### src/rtl/ss_rvc_muldiv.sv
// Iterative RV32M multiply/divide unit: one radix-2 step per cycle.
// Shift-add multiply, restoring divide; div-by-zero and signed overflow bypass the iteration.
module ss_rvc_muldiv #(
    parameter int XLEN  = 32,
    parameter int TAG_W = 5
) (
    input  logic             QClk,
    input  logic             RstQnnnN,
    input  logic             ReqValidQ102H,
    output logic             ReqReadyQ102H,
    input  logic [2:0]       ReqOpQ102H,
    input  logic [XLEN-1:0]  ReqSrc1Q102H,
    input  logic [XLEN-1:0]  ReqSrc2Q102H,
    input  logic [TAG_W-1:0] ReqTagQ102H,
    input  logic             FlushQnnnH,
    output logic             RspValidQnnnH,
    input  logic             RspReadyQnnnH,
    output logic [XLEN-1:0]  RspDataQnnnH,
    output logic [TAG_W-1:0] RspTagQnnnH,
    output logic             BusyQnnnH
);

    localparam int CW = $clog2(XLEN) + 1;

    localparam logic [1:0] S_IDLE = 2'd0;
    localparam logic [1:0] S_CALC = 2'd1;
    localparam logic [1:0] S_DONE = 2'd2;

    logic [1:0]        state;
    logic [2:0]        op;
    logic              neg;
    logic [XLEN-1:0]   addend;
    logic [2*XLEN-1:0] acc;
    logic [CW-1:0]     cnt;
    logic [XLEN-1:0]   rsp_data;
    logic [TAG_W-1:0]  rsp_tag;

    // Request decode and operand conditioning
    logic            req_div;
    logic            s1_signed;
    logic            s2_signed;
    logic            s1_neg;
    logic            s2_neg;
    logic [XLEN-1:0] mag1;
    logic [XLEN-1:0] mag2;
    logic            req_neg;
    logic            div_zero;
    logic            div_ovf;
    logic [XLEN-1:0] fast_data;

    always_comb begin
        req_div   = ReqOpQ102H[2];
        s1_signed = (ReqOpQ102H == 3'b001) || (ReqOpQ102H == 3'b010) ||
                    (ReqOpQ102H == 3'b100) || (ReqOpQ102H == 3'b110);
        s2_signed = (ReqOpQ102H == 3'b001) || (ReqOpQ102H == 3'b100) ||
                    (ReqOpQ102H == 3'b110);
        s1_neg    = s1_signed && ReqSrc1Q102H[XLEN-1];
        s2_neg    = s2_signed && ReqSrc2Q102H[XLEN-1];
        mag1      = s1_neg ? -ReqSrc1Q102H : ReqSrc1Q102H;
        mag2      = s2_neg ? -ReqSrc2Q102H : ReqSrc2Q102H;
        // REM follows the dividend sign; everything else follows the operand sign difference
        req_neg   = (ReqOpQ102H == 3'b110) ? s1_neg : (s1_neg ^ s2_neg);
        div_zero  = req_div && (ReqSrc2Q102H == '0);
        div_ovf   = ((ReqOpQ102H == 3'b100) || (ReqOpQ102H == 3'b110)) &&
                    (ReqSrc1Q102H == {1'b1, {(XLEN-1){1'b0}}}) &&
                    (ReqSrc2Q102H == '1);
        if (div_zero)
            fast_data = ReqOpQ102H[1] ? ReqSrc1Q102H : '1;
        else
            fast_data = ReqOpQ102H[1] ? '0 : ReqSrc1Q102H;
    end

    // One iteration: acc = {product high | remainder, multiplier | dividend->quotient}
    logic [XLEN:0]     mul_sum;
    logic [XLEN:0]     div_shift;
    logic [XLEN:0]     div_trial;
    logic [2*XLEN-1:0] step_next;
    logic [2*XLEN-1:0] prod_res;
    logic [XLEN-1:0]   div_val;
    logic [XLEN-1:0]   result;

    always_comb begin
        mul_sum   = {1'b0, acc[2*XLEN-1:XLEN]} + (acc[0] ? {1'b0, addend} : '0);
        div_shift = {acc[2*XLEN-1:XLEN], acc[XLEN-1]};
        div_trial = div_shift - {1'b0, addend};
        if (op[2])
            step_next = {(div_trial[XLEN] ? div_shift[XLEN-1:0] : div_trial[XLEN-1:0]),
                         acc[XLEN-2:0], ~div_trial[XLEN]};
        else
            step_next = {mul_sum, acc[XLEN-1:1]};
        prod_res = neg ? -step_next : step_next;
        div_val  = op[1] ? step_next[2*XLEN-1:XLEN] : step_next[XLEN-1:0];
        if (op[2])
            result = neg ? -div_val : div_val;
        else if (op[1:0] == 2'b00)
            result = prod_res[XLEN-1:0];
        else
            result = prod_res[2*XLEN-1:XLEN];
    end

    always_ff @(posedge QClk or negedge RstQnnnN) begin
        if (!RstQnnnN) begin
            state    <= S_IDLE;
            op       <= '0;
            neg      <= 1'b0;
            addend   <= '0;
            acc      <= '0;
            cnt      <= '0;
            rsp_data <= '0;
            rsp_tag  <= '0;
        end else if (FlushQnnnH) begin
            state <= S_IDLE;
        end else begin
            case (state)
                S_IDLE: begin
                    if (ReqValidQ102H) begin
                        op      <= ReqOpQ102H;
                        neg     <= req_neg;
                        cnt     <= '0;
                        rsp_tag <= ReqTagQ102H;
                        if (div_zero || div_ovf) begin
                            rsp_data <= fast_data;
                            state    <= S_DONE;
                        end else begin
                            addend <= req_div ? mag2 : mag1;
                            acc    <= {{XLEN{1'b0}}, (req_div ? mag1 : mag2)};
                            state  <= S_CALC;
                        end
                    end
                end
                S_CALC: begin
                    acc <= step_next;
                    cnt <= cnt + CW'(1);
                    if (cnt == CW'(XLEN - 1)) begin
                        rsp_data <= result;
                        state    <= S_DONE;
                    end
                end
                S_DONE: begin
                    if (RspReadyQnnnH)
                        state <= S_IDLE;
                end
                default: state <= S_IDLE;
            endcase
        end
    end

    assign ReqReadyQ102H = (state == S_IDLE);
    assign BusyQnnnH     = (state != S_IDLE);
    assign RspValidQnnnH = (state == S_DONE);
    assign RspDataQnnnH  = rsp_data;
    assign RspTagQnnnH   = rsp_tag;

endmodule

### config.mk
export PLATFORM = sky130hd
export DESIGN_NAME = ss_rvc_muldiv
export DESIGN_NICKNAME = d
export VERILOG_FILES = /design/src/rtl/ss_rvc_muldiv.sv
export SDC_FILE = /design/constraint.sdc
export NUM_CORES = 1
export LEC_CHECK = 0
export ABC_CLOCK_PERIOD_IN_PS = 5600
export BUFFER_PORTS_ARGS = -buffer_cell sky130_fd_sc_hd__buf_4
export CAP_MARGIN = 5
export CORE_ASPECT_RATIO = 1.4
export CORE_MARGIN = 8
export CORE_UTILIZATION = 25
export CTS_CLUSTER_DIAMETER = 150
export CTS_CLUSTER_SIZE = 25
export DETAILED_ROUTE_END_ITERATION = 8
export SLEW_MARGIN = 20
export SYNTH_ARGS = -nofsm -noshare
export SYNTH_HDL_FRONTEND = slang
export SYNTH_SLANG_ARGS = --single-unit
### constraint.sdc
create_clock -name QClk -period 5.6 [get_ports QClk]
set_input_delay 0.28 -clock QClk [delete_from_list [all_inputs] [get_ports QClk]]
set_output_delay 0.28 -clock QClk [all_outputs]
set_load 0.02 [all_outputs]
Word level (Yosys, flattened, before mapping)
Index checks and enable logic that the tools add are counted.
Word-level totals
  bits in registers: 145
  bits of input ports: 77
Cells by class
  add/subtract/negate cells: 7
  equal/unequal tests: 16
  muxes and demuxes: 31
  bitwise operators: 4
  reductions and logical operators: 23
Operator list (count)
  32-bit two-way mux: 16
  64-bit two-way mux: 4
  64-bit one-hot mux with 2 select lines: 1
  32-bit negator: 3
  32-bit == test (second input constant): 2
  64-bit negator: 1
  32-bit one-hot mux with 2 select lines: 1
  32-bit by 32-bit adder with 33-bit output: 1
  33-bit by 32-bit subtractor with 33-bit output: 1
  32-bit logical NOT: 1
  6-bit one-hot mux with 2 select lines: 1
  2-bit two-way mux: 5
  3-bit AND reduction: 3
  4-bit AND reduction: 2
  1-bit logical OR: 7
  6-bit by 1-bit adder with 6-bit output (second input constant): 1
  3-bit == test (second input constant): 2
  6-bit by 5-bit == test with 1-bit output (second input constant): 1
  6-bit two-way mux: 1
  2-bit != test (second input constant): 3
  3-bit by 2-bit != test with 1-bit output (second input constant): 2
  2-bit one-hot mux with 3 select lines: 1
  1-bit logical AND: 5
  5-bit AND reduction: 1
  other kinds (11): 15

Longest topological paths before layout
Gate-level depths: netlist of run 1.
  depth in word-level cells: 10
  gate-level depth with buffers: 24

Least setup slack after synthesis of run 1
OpenSTA, ideal clock, no wires.
  path type: register -> register
  from: register acc[31]
  to: register rsp_data[16] (netlist: RspDataQnnnH[16])
  library setup time: 0.088 ns
  data arrival time: 4.696 ns
  setup slack: 0.815 ns
  stages on the path, launching flop included: 24
  period minus slack after synthesis: 4.785 ns
  cells stage by stage: dfrtp_1 inv_1 ha_1 inv_1 fa_1 a211oi_2 nor3_2 o211ai_1 a21bo_4 nand3_2 nand3_1 a21boi_0 ha_1 o21ai_0 nor2_1 nand3_1 nor2_1 o31ai_1 nor4_1 nand4_1 o21ai_0 xor2_1 a211o_1 a41oi_1
Between the ends
  longest elaborated chain between the ends: 9
  elaborated cells between the ends (all ways): 13
  those cells by class: add/sub (3); mux (9); bitwise (1)
RTL lines
  start, declared: RTL line 33  | logic [2*XLEN-1:0] acc;
  start signal, assigned: RTL line 126  | acc <= {{XLEN{1'b0}}, (req_div ? mag1 : mag2)};
  start signal, assigned: RTL line 132  | acc <= step_next;
  33-bit by 32-bit subtractor with 33-bit output: RTL line 85  | div_trial = div_shift - {1'b0, addend};
  32-bit two-way mux / 1-bit NOT (equally long branches): RTL line 87, 88
  64-bit two-way mux *: RTL line 86  | if (op[2])
  64-bit negator / 32-bit two-way mux (equally long branches): RTL line 91, 92
  64-bit two-way mux / 32-bit negator (equally long branches): RTL line 91, 94
  32-bit two-way mux, on equally long branches: RTL line 95, 94
  32-bit two-way mux *: RTL line 93  | if (op[2])
  32-bit two-way mux *: RTL line 134  | if (cnt == CW'(XLEN - 1)) begin
  32-bit one-hot mux with 2 select lines *: RTL line 114  | case (state)
  end signal, assigned: RTL line 122  | rsp_data <= fast_data;
  end signal, assigned: RTL line 135  | rsp_data <= result;
  end, declared: RTL line 35  | logic [XLEN-1:0] rsp_data;
Mark *: on every way between the ends. The rest lies on a longest branch, timed or not. The select of a mux whose other input is x is not followed.
A chain may end at the register's enable or synchronous reset.

Worst setup path after layout of run 1
  from: register acc[31]
  to: register rsp_data[17] (netlist: RspDataQnnnH[17])
Same word-level chain as after synthesis.

==> impl_metrics.csv, run 1 <==
group,metric,value,unit
outcome,outcome,"complete, no violations",
sta,period_minus_slack,5.35,ns
synthesis,synth_edf_count,0,
clock_tree,max-clock-path-buffers,2,
power_and_ir_drop,p_int,5.53,mW
detailed_routing,vias,21000,
cells_and_area,area_growth,17.3,%
detailed_routing,avgViaCountPerCell,5.87,
synthesis,syn_inst,2498,
clock_tree,htree_levels,4,
floorplanning,die_w,244,um
power_and_ir_drop,vdd_drop_max,0.281,mV
power_and_ir_drop,comb_power_share,73.9,%
synthesis,synth-async-reset-ratio,100,%
sta,clock_skew,0.0138,ns
detailed_routing,avgRoutedWirePerCell,26.8,um
synthesis,ys_ff_latch,145,
cells_and_area,layout_common_cells,"277 x nand2_1, 254 x buf_4, 226 x nor2_1",
floorplanning,pin_count,117,
synthesis,synth_cell_type_count,105,
sta,hold_viol,0,
global_route,grt.total_usage,22.6,%
worst_setup_path,start_kind,"flop",
sta,worst_slew_pin_slew,1.12,ns
cells_and_area,fillers,7933,
synthesis,syn_area,0.0182,mm2
detailed_routing,drc,0,
power_and_ir_drop,p_total,12.8,mW
worst_setup_path,critical_path_required,5.94,ns
sta,max_slew_margin,23.1,%
sta,clock.fmax,0.187,GHz
placed_design,placed_area,0.0207,mm2
global_route,grt.overflow.total,0,
worst_setup_path,cp-end-kind,"flop",
synthesis,synth_ff_type,"dfrtp_1",
cells_and_area,drive_gt1_share,15.0,%
floorplanning,row_count,117,
synthesis,ys.warnings.count,0,
floorplanning,dieArea,0.0820,mm2
detailed_routing,ant_nets,0,
clock_tree,clock_latency,0.47,ns
synthesis,synth_area_per_cell,7.30,um2
worst_setup_path,criticalPathCategory,"reg2reg",
clock_tree,clock-sinks,145,
power_and_ir_drop,power_switching,7.26,mW
power_and_ir_drop,power_density,598,mW/mm2
hold_path,hp-class,"in2reg",
floorplanning,die_h,336,um
cells_and_area,diodes,0,
sta,rsz0062_at_grt,"false",
global_route,antenna_found_initial,1,
power_and_ir_drop,sw_frac_of_total,56.8,%
power_and_ir_drop,leakage,8.60,nW
power_and_ir_drop,clkPwrFrac,10.3,%
floorplanning,core,0.0725,mm2
power_and_ir_drop,seq_power_share,15.8,%
placed_design,detailed_place_hpwl,76200,um
cells_and_area,nets,2761,
sta,final.setup.tns,0,ns
synthesis,synth_nets,2647,
job,drv_cap,0,
clock_tree,cts_tree,"done",
detailed_routing,dr.pass1.iters,6,
detailed_routing,wl,95900,um
clock_tree,cts_root_buf,"clkbuf_16",
sta,fin_crit_sh,95.5,%
synthesis,ys_seq_area_share,19.9,%
sta,final_max_slew_viol_count,0,
sta,setup_viol,0,
cells_and_area,final_common_cell,"nand2_1",
floorplanning,initial_core_util,25.2,%
global_route,grt_max_degree,75,
placed_design,portBuffers,116,
worst_setup_path,crit_arrival,5.69,ns
clock_tree,clkTransAtPathRegs,0.07,ns
detailed_routing,drtIter0Drc,2339,
placed_design,gp_congestion,1.03,
cells_and_area,final_area,0.0214,mm2
clock_tree,postCtsSetupBuffers,0,
global_route,grt_pass1_vias,20400,
global_route,grt_pass1_wl,139000,um
clock_tree,cts_made_buffers,17,
worst_setup_path,cp_max_fo,12,
-- flip-flops by register name (all words and copies together) (netlist names) --
| signal | cells |
|---|---|
| acc | 64 |
| RspDataQnnnH | 32 |
| addend | 32 |
| cnt | 6 |
| RspTagQnnnH | 5 |
| op | 3 |
| state | 2 |
| neg | 1 |
-- final timing paths --
path / startpoint / endpoint / slack (ns) / cells past startpoint
setup / recovery: acc[31] / RspDataQnnnH[17] / 0.25 / 21
hold / removal: FlushQnnnH / state[1] / 0.02 / 2
setup reg to reg: acc[31] / RspDataQnnnH[17] / 0.25 / 21
hold reg to reg: RspDataQnnnH[3] / RspDataQnnnH[3] / 0.49 / 2
max in group asynchronous: RstQnnnN / acc[7] / 3.96 / 3
min in group asynchronous: RstQnnnN / acc[59] / 0.35 / 2
-- timing repair --
action | in CTS | in global routing
gates resized for setup | 0 | 6
endpoints found under the hold margin | 41 | 0
setup endpoints to repair | 0 | 13
hold buffers | 1 | 0
-- through the flow --
stage	utilization [%]	cells	setup slack, ns	hold WS, ns
after global routing	29.5	3577	0.00181	0.0290
final	29.5	3577	0.250	0.0230
after detailed placement	28.6	3544	0.304	0.260
after floorplan	-	2498	0.815	-0.0156
after CTS	29.5	3577	0.249	0.0286
after global placement	28.6	3544	0.325	0.256
-- power groups by stage --
stage	clock network, mW	registers [mW]	logic, mW
after floorplan	0	1.89	5.76
after global routing	1.35	2.06	10.0
after CTS	1.32	2.00	9.14
after global placement	0	2.01	9.13
final	1.32	2.02	9.44
after detailed placement	0	2.01	9.07
-- metal layers --
metal / vias to the layer above / track usage [%] / share of wire [%]
li1: 9494 / - / -
met1: 10100 / 24.7 / 36
met2: 1081 / 37.6 / 46
met3: 319 / 3.61 / 6.8
met4: 0 / 20.5 / 11
met5: - / 0 / 0
-- synth_stat cells, types with 51 or more instances --
library cell / count / area, um2
inv_1: 82 / 308
nor2_1: 227 / 852
o21ai_0: 208 / 1040
dfrtp_1: 145 / 3630
and2_1: 51 / 319
xor2_1: 69 / 604
nand2_1: 278 / 1040
xnor2_1: 95 / 832
ha_1: 70 / 876
mux2i_1: 53 / 531
a21oi_1: 199 / 996
clkbuf_1: 114 / 428
nand3_1: 58 / 290
nor3_1: 80 / 400
-- cell type report --
| cell class | instances | area [um2] | share of cell area (%) |
|---|---|---|---|
| Clock buffer | 18 | 429 | 2.01 |
| Multi-Input combinational cell | 2105 | 13600 | 63.7 |
| Inverter | 84 | 315 | 1.47 |
| Timing Repair Buffer | 259 | 1990 | 9.29 |
| Tap cell | 952 | 1190 | 5.57 |
| Sequential cell | 145 | 3630 | 17.0 |
| Clock inverter | 14 | 206 | 0.965 |
-- kinds of logic (layout without fill, tap and decap cells) --
kind of cell,after synthesis,count (layout),share of synthesized area [%]
AOI/OAI and AO/OA,854,854,31.2
xor gates and xnor gates,164,164,7.87
adders and majority gates,100,100,6.56
buffers and inverters,248,375,5.71
DFF,145,145,19.9
muxes,83,83,4.90
and+or+nand+nor,904,904,23.8
-- worst max-delay path, cell delays in order, from the launching register on --
cell and delay [ns]:
dfrtp_1 0.43, inv_1 0.11, ha_1 0.18, inv_1 0.06, fa_1 0.45, a211oi_4 0.29, nor3_2 0.11, o211ai_1 0.25
buf_4 0.18, a21boi_2 0.08, buf_4 0.19, nor3_2 0.11, buf_4 0.21, buf_4 0.22, o41a_1 0.17, and2_1 0.28
nand4_1 0.29, nand4bb_2 0.44, or4_1 0.54, a31oi_1 0.21, nor3_1 0.07, o41ai_1 0.35
No activity file was read; power rests on OpenSTA's default activity.
==> inputs of run 2 (changes only) <==
--- a/config.mk
+++ b/config.mk
@@ -5,7 +5,7 @@
 export SDC_FILE = /design/constraint.sdc
 export NUM_CORES = 1
 export LEC_CHECK = 0
-export ABC_CLOCK_PERIOD_IN_PS = 5600
+export ABC_CLOCK_PERIOD_IN_PS = 4900
 export BUFFER_PORTS_ARGS = -buffer_cell sky130_fd_sc_hd__buf_4
 export CAP_MARGIN = 5
 export CORE_ASPECT_RATIO = 1.4
==> constraint.sdc (replaced) <==
create_clock -name QClk -period 4.9 [get_ports QClk]
set_input_delay 0.245 -clock QClk [delete_from_list [all_inputs] [get_ports QClk]]
set_output_delay 0.245 -clock QClk [all_outputs]
set_load 0.02 [all_outputs]
==> run 2 against run 1 <==
- clock-buffer cell count rose by 1
- cell area rose by 12%
- sequential power rose by 7%
- via count rose by 2.5%
- wire length rose by 1.7%
- worst hold slack improved by 0.055 ns
- sequential share of layout area fell by 1.8 points
- combinational power rose by 42%
- setup slack got worse by 0.088 ns
- flip-flop and latch count did not move
- critical path depth rose by 1
- critical path type unchanged
==> impl_metrics.csv, run 2 (synthesis gave the netlist of run 1 again) <==
group,metric,value,unit
sta,fin_crit_sh,96.7,%
sta,clock_skew,0.0135,ns
global_route,grt.overflow.total,0,
floorplanning,dieArea,0.0820,mm2
worst_setup_path,reg2reg_depth,22,
detailed_routing,wl,97500,um
worst_setup_path,path_buf_inv,8,
worst_setup_path,ff2ff_setup_slack,0.16,ns
floorplanning,row_count,117,
worst_setup_path,critical_path_required,5.28,ns
sta,final_max_slew_viol_count,0,
power_and_ir_drop,leakage,9.92,nW
detailed_routing,drtIter0Drc,2031,
clock_tree,max-clock-path-buffers,2,
sta,hold_viol,0,
worst_setup_path,cp-end-kind,"flop",
sta,setup_viol,0,
detailed_routing,ant_nets,0,
global_route,grt.total_usage,23.0,%
worst_setup_path,cp-startpoint,"acc[31]",
sta,worst_slew_pin_slew,1.12,ns
worst_setup_path,crit_chain,"inv_2 > ha_4 > inv_2 > fa_2 > a211oi_4 > nor3_4 > o211ai_1 > buf_4 > a21boi_4 > buf_6 > nor3_4 > buf_6 > nor2_2 > buf_4 > mux2i_2 > buf_4 > mux4_2 > o2111ai_2 > buf_6 > or4_4 > o31a_1 > o31ai_2",
cells_and_area,multiInputGateArea,0.0143,mm2
detailed_routing,vias,21500,
placed_design,detailed_place_hpwl,78900,um
detailed_routing,avgViaCountPerCell,5.64,
clock_tree,cts_made_buffers,17,
clock_tree,clkTransAtPathRegs,0.07,ns
cells_and_area,nets,2992,
detailed_routing,avgRoutedWirePerCell,25.6,um
floorplanning,pin_count,117,
worst_setup_path,criticalPathCategory,"reg2reg",
cells_and_area,layout_common_cells,"462 x buf_4, 276 x nand2_1, 222 x nor2_1",
placed_design,placed_area,0.0223,mm2
sta,max_slew_margin,25.0,%
worst_setup_path,path_depth,22,
sta,final.setup.tns,0,ns
clock_tree,cts_root_buf,"clkbuf_16",
sta,setup_ws,0.162,ns
worst_setup_path,start_kind,"flop",
worst_setup_path,reg2reg_to,"RspDataQnnnH[31]",
floorplanning,initial_core_util,25.2,%
job,drv_cap,0,
floorplanning,die_w,244,um
cells_and_area,fillers,7767,
placed_design,gp_congestion,1.06,
placed_design,portBuffers,116,
worst_setup_path,critPathMaxStageDelay,0.51,ns
worst_setup_path,cp_slowest_cell,"or4_4",
sta,rsz0062_at_grt,"true",
sta,period_minus_slack,4.74,ns
detailed_routing,drc,0,
cells_and_area,final_common_cell,"buf_4",
detailed_routing,dr.pass1.iters,6,
worst_setup_path,cp_max_fo,4,
cells_and_area,final_area,0.0239,mm2
hold_path,hp-class,"in2reg",
worst_setup_path,r2r-start,"acc[31]",
global_route,antenna_found_initial,1,
global_route,grt_pass1_vias,21100,
cells_and_area,largest_register_ffs,64,
worst_setup_path,critPathCapture,"RspDataQnnnH[31]",
placed_design,dp_slack,-0.113,ns
floorplanning,core,0.0725,mm2
cells_and_area,drive_gt1_share,24.8,%
power_and_ir_drop,power_density,711,mW/mm2
power_and_ir_drop,vdd_drop_max,0.326,mV
cells_and_area,area.sequential,0.00363,mm2
clock_tree,clock-sinks,145,
worst_setup_path,crit_arrival,5.12,ns
outcome,outcome,"complete, no violations",
global_route,grt_max_degree,82,
cells_and_area,regMostFlops,"acc",
clock_tree,cts_tree,"done",
cells_and_area,area_growth,31.2,%
global_route,grt_pass1_wl,141000,um
clock_tree,clock_latency,0.48,ns
floorplanning,die_h,336,um
worst_setup_path,critical-path-top-delay-family,"compound AO/OA/AOI/OAI gates",
clock_tree,htree_levels,4,
sta,clock.fmax,0.211,GHz
## run 2: how the worst min path moves through the flow
stage                              from              end  slack, ns  cells after the start
after floorplan                RstQnnnN  RspDataQnnnH[0]      -0.05                      0
after global placement         RstQnnnN          acc[58]       0.30                      1
after detailed placement       RstQnnnN          acc[58]       0.30                      1
after CTS                 ReqOpQ102H[0]            op[0]       0.07                      2
after global routing      ReqOpQ102H[0]            op[0]       0.09                      2
final                     ReqOpQ102H[0]            op[0]       0.08                      2
## run 2: routing by layer
| metal | vias to the layer above | share of wire, % | track usage, % |
|---|---|---|---|
| met4 | 2 | 11 | 21.2 |
| li1 | 9953 | - | - |
| met3 | 300 | 5.6 | 3.54 |
| met2 | 938 | 47 | 38.5 |
| met5 | - | 0.012 | 0 |
| met1 | 10300 | 36 | 24.6 |
## run 2: final cells by class
type | count | share of cell area (%)
sequential | 145 | 15.2
antenna | 1 | 0.0105
tap | 952 | 4.98
inverter | 84 | 1.32
timing repair buffer | 489 | 16.0
clock inverter | 13 | 0.847
multi-input combinational | 2106 | 59.8
clock buffer | 19 | 1.81
## run 2: report_power, final
| part | internal (mW) | switching, mW |
|---|---|---|
| Sequential | 1.64 | 0.524 |
| Combinational | 5.36 | 7.99 |
| Clock | 0.866 | 0.643 |
## run 2: what timing repair did
item	4_1_cts	5_1_grt
buffers inserted	1	20
pin swaps	4	61
gates resized for setup	13	144
hold buffers	7	0
cloned	0	1
endpoints found under the hold margin	76	0
endpoints found under the setup margin	11	25
## run 2: per-stage QoR
stage | std cells | power, mW | hold slack, ns | utilization, %
6_report | 3809 | 17.0 | 0.0783 | 33.0
4_1_cts | 3788 | 16.0 | 0.0651 | 31.9
5_1_grt | 3808 | 17.9 | 0.0852 | 33.0
3_5_place_dp | 3748 | 14.3 | 0.299 | 30.8
2_1_floorplan | 2498 | 8.74 | -0.0506 | -
3_3_place_gp | 3748 | 14.4 | 0.296 | 30.8
